==> src/rtl/s2p_pkg.sv <==
// Shared definitions for the serial-to-parallel frame controller:
// FSM state encodings and the counter-width helper.
package s2p_pkg;

   localparam logic [1:0] S_IDLE = 2'd0;
   localparam logic [1:0] S_DATA = 2'd1;
   localparam logic [1:0] S_PAR  = 2'd2;

   // Bits needed to hold 0..v-1, never less than one.
   function automatic int unsigned clog2(input int unsigned v);
      int unsigned r;
      r = 0;
      for (int i = 0; i < 32; i++) begin
         if ((64'(1) << i) < 64'(v)) r = 32'(i + 1);
      end
      return (r == 0) ? 1 : r;
   endfunction

endpackage

==> src/rtl/s2p_shreg.sv <==
// WIDTH-bit right-shift register, new bit enters at the MSB so the
// first bit received ends up in bit 0.
module s2p_shreg #(
   parameter int unsigned WIDTH = 4
) (
   input  logic             clk,
   input  logic             i_clr,
   input  logic             i_en,
   input  logic             i_sdi,
   output logic [WIDTH-1:0] o_q
);

   logic [WIDTH-1:0] r_q;

   always_ff @(posedge clk) begin
      if (i_clr)     r_q <= '0;
      else if (i_en) r_q <= {i_sdi, r_q[WIDTH-1:1]};
   end

   assign o_q = r_q;

endmodule

==> src/rtl/s2p_frame_ctrl.sv <==
// Frame controller and deserializer: sync-framed serial bits in, parity
// checked parallel words out over valid/ready with error/overflow pulses.
module s2p_frame_ctrl
   import s2p_pkg::*;
#(
   parameter int unsigned WIDTH   = 4,
   parameter bit          PAR_EN  = 1'b1,
   parameter bit          PAR_ODD = 1'b0
) (
   input  logic             clk,
   input  logic             rst,
   input  logic             bit_en,
   input  logic             sync,
   input  logic             sdi,
   output logic [WIDTH-1:0] m_data,
   output logic             m_valid,
   input  logic             m_ready,
   output logic             busy,
   output logic             par_err,
   output logic             frm_err,
   output logic             ovf
);

   localparam int unsigned CW = clog2(WIDTH);

   logic [1:0]       r_state;
   logic [1:0]       w_state_nxt;
   logic [CW-1:0]    r_cnt;
   logic [CW-1:0]    w_cnt_nxt;
   logic [WIDTH-1:0] w_shreg;
   logic [WIDTH-1:0] w_word;
   logic             w_shift;
   logic             w_done;
   logic             w_perr;
   logic             w_ferr;
   logic             w_par_ok;
   logic             w_load;
   logic [WIDTH-1:0] r_data;
   logic             r_valid;
   logic             r_busy;
   logic             r_par_err;
   logic             r_frm_err;
   logic             r_ovf;

   s2p_shreg #(.WIDTH(WIDTH)) u_shreg (
      .clk   (clk),
      .i_clr (rst),
      .i_en  (w_shift),
      .i_sdi (sdi),
      .o_q   (w_shreg)
   );

   // In PAR the data bits are already in place; otherwise the word includes this bit.
   assign w_word   = (r_state == S_PAR) ? w_shreg : {sdi, w_shreg[WIDTH-1:1]};
   assign w_par_ok = ((^w_shreg) ^ sdi) == PAR_ODD;

   always_ff @(posedge clk) begin
      if (rst) begin
         r_state <= S_IDLE;
         r_cnt   <= '0;
      end else begin
         r_state <= w_state_nxt;
         r_cnt   <= w_cnt_nxt;
      end
   end

   // Next-state, counter and event decode; a sync bit always restarts the frame.
   always_comb begin
      w_state_nxt = r_state;
      w_cnt_nxt   = r_cnt;
      w_shift     = 1'b0;
      w_done      = 1'b0;
      w_perr      = 1'b0;
      w_ferr      = 1'b0;
      if (bit_en) begin
         if (sync) begin
            w_ferr      = (r_state != S_IDLE);
            w_shift     = 1'b1;
            w_cnt_nxt   = CW'(1);
            w_state_nxt = S_DATA;
         end else begin
            case (r_state)
               S_DATA: begin
                  w_shift = 1'b1;
                  if (r_cnt == CW'(WIDTH - 1)) begin
                     w_cnt_nxt = '0;
                     if (PAR_EN) begin
                        w_state_nxt = S_PAR;
                     end else begin
                        w_state_nxt = S_IDLE;
                        w_done      = 1'b1;
                     end
                  end else begin
                     w_cnt_nxt = r_cnt + CW'(1);
                  end
               end
               S_PAR: begin
                  w_cnt_nxt   = '0;
                  w_state_nxt = S_IDLE;
                  w_done      = w_par_ok;
                  w_perr      = !w_par_ok;
               end
               default: w_state_nxt = S_IDLE;
            endcase
         end
      end
   end

   assign w_load = w_done && (!r_valid || m_ready);

   // Output word register, status and one-cycle event pulses.
   always_ff @(posedge clk) begin
      if (rst) begin
         r_data    <= '0;
         r_valid   <= 1'b0;
         r_busy    <= 1'b0;
         r_par_err <= 1'b0;
         r_frm_err <= 1'b0;
         r_ovf     <= 1'b0;
      end else begin
         r_busy    <= (w_state_nxt != S_IDLE);
         r_par_err <= w_perr;
         r_frm_err <= w_ferr;
         r_ovf     <= w_done && !w_load;
         if (w_load) begin
            r_data  <= w_word;
            r_valid <= 1'b1;
         end else if (r_valid && m_ready) begin
            r_valid <= 1'b0;
         end
      end
   end

   assign m_data  = r_data;
   assign m_valid = r_valid;
   assign busy    = r_busy;
   assign par_err = r_par_err;
   assign frm_err = r_frm_err;
   assign ovf     = r_ovf;

endmodule

==> config.mk <==
export PLATFORM = sky130hd
export DESIGN_NAME = s2p_frame_ctrl
export DESIGN_NICKNAME = d
export VERILOG_FILES = /design/src/rtl/s2p_pkg.sv /design/src/rtl/s2p_shreg.sv /design/src/rtl/s2p_frame_ctrl.sv
export SDC_FILE = /design/constraint.sdc
export NUM_CORES = 1
export LEC_CHECK = 0
export CAP_MARGIN = 20
export CORE_MARGIN = 5
export CORE_UTILIZATION = 50
export DETAILED_ROUTE_END_ITERATION = 6
export DONT_BUFFER_PORTS = 1
export SLEW_MARGIN = 25
export SYNTH_ARGS = -nofsm -noshare
export SYNTH_HDL_FRONTEND = slang
export SYNTH_HIERARCHICAL = 1
export SYNTH_SLANG_ARGS = --single-unit
export TNS_END_PERCENT = 5
==> constraint.sdc <==
create_clock -name clk -period 1.6 [get_ports clk]
set_input_delay 0.48 -clock clk [delete_from_list [all_inputs] [get_ports clk]]
set_output_delay 0.48 -clock clk [all_outputs]
set_load 0.02 [all_outputs]
==> impl_metrics.json <==
{
  "vias": 484,
  "fill_cells": 145,
  "rsz0062_at_grt": "false",
  "chipHeight_um": 49.8,
  "ys_ff_latch": 17,
  "critPathLaunchType": "register",
  "layout_commonest_cell": "dfxtp_1",
  "worstPathArrival_ps": 1700,
  "synth_cells": 79,
  "cts.repair.resized": 1,
  "start_util_pct": 52.6,
  "ys.flop_type": "dfxtp_1",
  "reg2reg_slack_ps": 130,
  "antenna_left": 0,
  "portBuffers": 0,
  "async_reset_ff_share_pct": 0,
  "core_sq_um": 1510,
  "drtIter0Drc": 7,
  "fin_skew_ps": 1.58,
  "end_kind": "register",
  "final_cell_mix": "dfxtp_1 (16), nand2b_1 (9), mux2i_1 (8)",
  "min-delay-path-class": "in2reg",
  "n_antenna_cell": 0,
  "clockBufferDepth": 2,
  "syn-mean-instance-area_sq_um": 10.0,
  "clock-sinks": 17,
  "wl_um": 1160,
  "drive_above_1_share_pct": 14.3,
  "drc_errors": 0,
  "overflow": 0,
  "whs_ps": 247,
  "cts_root_buf": "clkbuf_4",
  "routedWlPerCell_um": 12.5,
  "grt_max_degree": 21,
  "yosysWarnings": 6,
  "fin_crit_sh_pct": 92.1,
  "cts_setup_buffers": 0,
  "drv_slew": 0,
  "p_leak_uw": 0.000288,
  "fin_nets": 85,
  "tritoncts": "done",
  "yosysSeqAreaShare_pct": 43.0,
  "cts_buffers": 3,
  "netlist_area_sq_um": 792,
  "grt_pass1_vias": 453,
  "crit_required_ps": 1820,
  "synth_cell_type_count": 31,
  "tightest_slew_ps": 278,
  "max-cap-violations": 0,
  "fin_tns_setup_ps": 0,
  "final_cells": 93,
  "htreeDepth": 1,
  "io-pin-count": 15,
  "dieArea_sq_um": 2480,
  "gp_congestion": 0.778,
  "finalHoldViolCount": 0,
  "cts_hold_buf": 0,
  "area_growth_pct": 2.84,
  "clock_latency_ps": 280,
  "antenna_found_initial": 0,
  "grt_pass1_wl_um": 2130,
  "place_hpwl_um": 819,
  "path_class": "reg2reg",
  "rows": 14,
  "viasPerCell": 5.20,
  "clk_pin_slew_worst_paths_ps": 90,
  "setup-violations-final": 0,
  "syn-num-nets": 86,
  "power.density_nw_per_um2": 886,
  "clock.fmax_mhz": 678,
  "synth_edf_count": 0,
  "die_x_um": 49.8,
  "firstDrtPassIters": 2,
  "ir_drop_v": 0.000494,
  "relSlewSlack_pct": 81.4,
  "track_usage_pct": 11.0,
  "period_minus_slack_ps": 1470,
  "cp_max_fo": 4,
  "dpl.cell_count": 89,
  "status": "finished, final reports clean"
}
==> final timing paths <==
kind | from | end | cells past startpoint
max reg2reg | u_shreg/o_q[3]$_SDFFE_PP0P_ | m_data[0]$_SDFFE_PP0P_ | 4
min reg2reg | r_cnt[0]$_SDFFE_PP0P_ | r_cnt[0]$_SDFFE_PP0P_ | 2
min | rst | u_shreg/o_q[3]$_SDFFE_PP0P_ | 1
max | u_shreg/o_q[3]$_SDFFE_PP0P_ | m_data[0]$_SDFFE_PP0P_ | 4
==> cell type report <==
class                   instances  area [sq um]  area share [%]
clock inverters                 1          5.00           0.614
well taps                      16          20.0            2.46
clock buffers                   3          22.5            2.76
flip-flops and latches         17           342            41.9
multi-input cells              55           422            51.8
inverters                       1          3.75           0.461
==> cell usage after synthesis, drive strengths merged (2+ instances only) <==
| cell type | number | area share (%) |
|---|---|---|
| a21oi | 2 | 1.3 |
| clkbuf | 5 | 2.5 |
| dfxtp | 17 | 43 |
| mux2i | 8 | 10 |
| nand2 | 5 | 2.4 |
| nand2b | 9 | 7.1 |
| nor2 | 7 | 3.3 |
| nor2b | 2 | 1.6 |
| o21ai | 2 | 1.3 |
| or2b | 2 | 1.9 |
| xnor2 | 3 | 6.6 |
==> logic make-up after synthesis <==
logic type	share of synthesized area, %
buf+inv	4.42
mux	10.1
fa+ha+maj	1.58
simple gates	24.2
flops	43.0
xor+xnor	9.64
compound gates	7.11
==> metrics by stage <==
step	util, %	area, sq um	total power, uW	setup WS, ps
after floorplan	-	792	509	124
after global placement	51.8	781	508	52.8
after detailed placement	51.8	781	509	1.02
after CTS	53.7	810	743	27.8
after global routing	54.1	815	768	13.6
final	54.1	815	721	126
==> metal layers <==
metal | vias up | global-route usage (%) | routed length (um)
li1 | 259 | - | -
met1 | 213 | 15.8 | 586
met2 | 12 | 13.1 | 478
met3 | 0 | 4.82 | 97
met4 | 0 | 6.55 | 0
met5 | - | 0 | 0
==> report_power, final <==
group | leakage [uW] | total, uW | internal, uW | switching [uW]
Combinational | 0.000132 | 54.2 | 35.0 | 19.2
Sequential | 0.000138 | 445 | 433 | 12.2
Clock | 0.0000177 | 222 | 92.8 | 130
==> flip-flops by register name, summed over array words and instances (netlist names) <==
name / cells
m_data: 4
u_shreg/o_q: 4
r_cnt: 2
r_state: 2
busy: 1
frm_err: 1
m_valid: 1
ovf: 1
par_err: 1
==> critical path, cell delays in order (launching register included) <==
cell	delay, ps
dfxtp_2	370
xnor3_2	430
xnor2_2	180
and3_4	260
mux2i_1	170
Note: power is estimated with default switching activity, not from simulation.
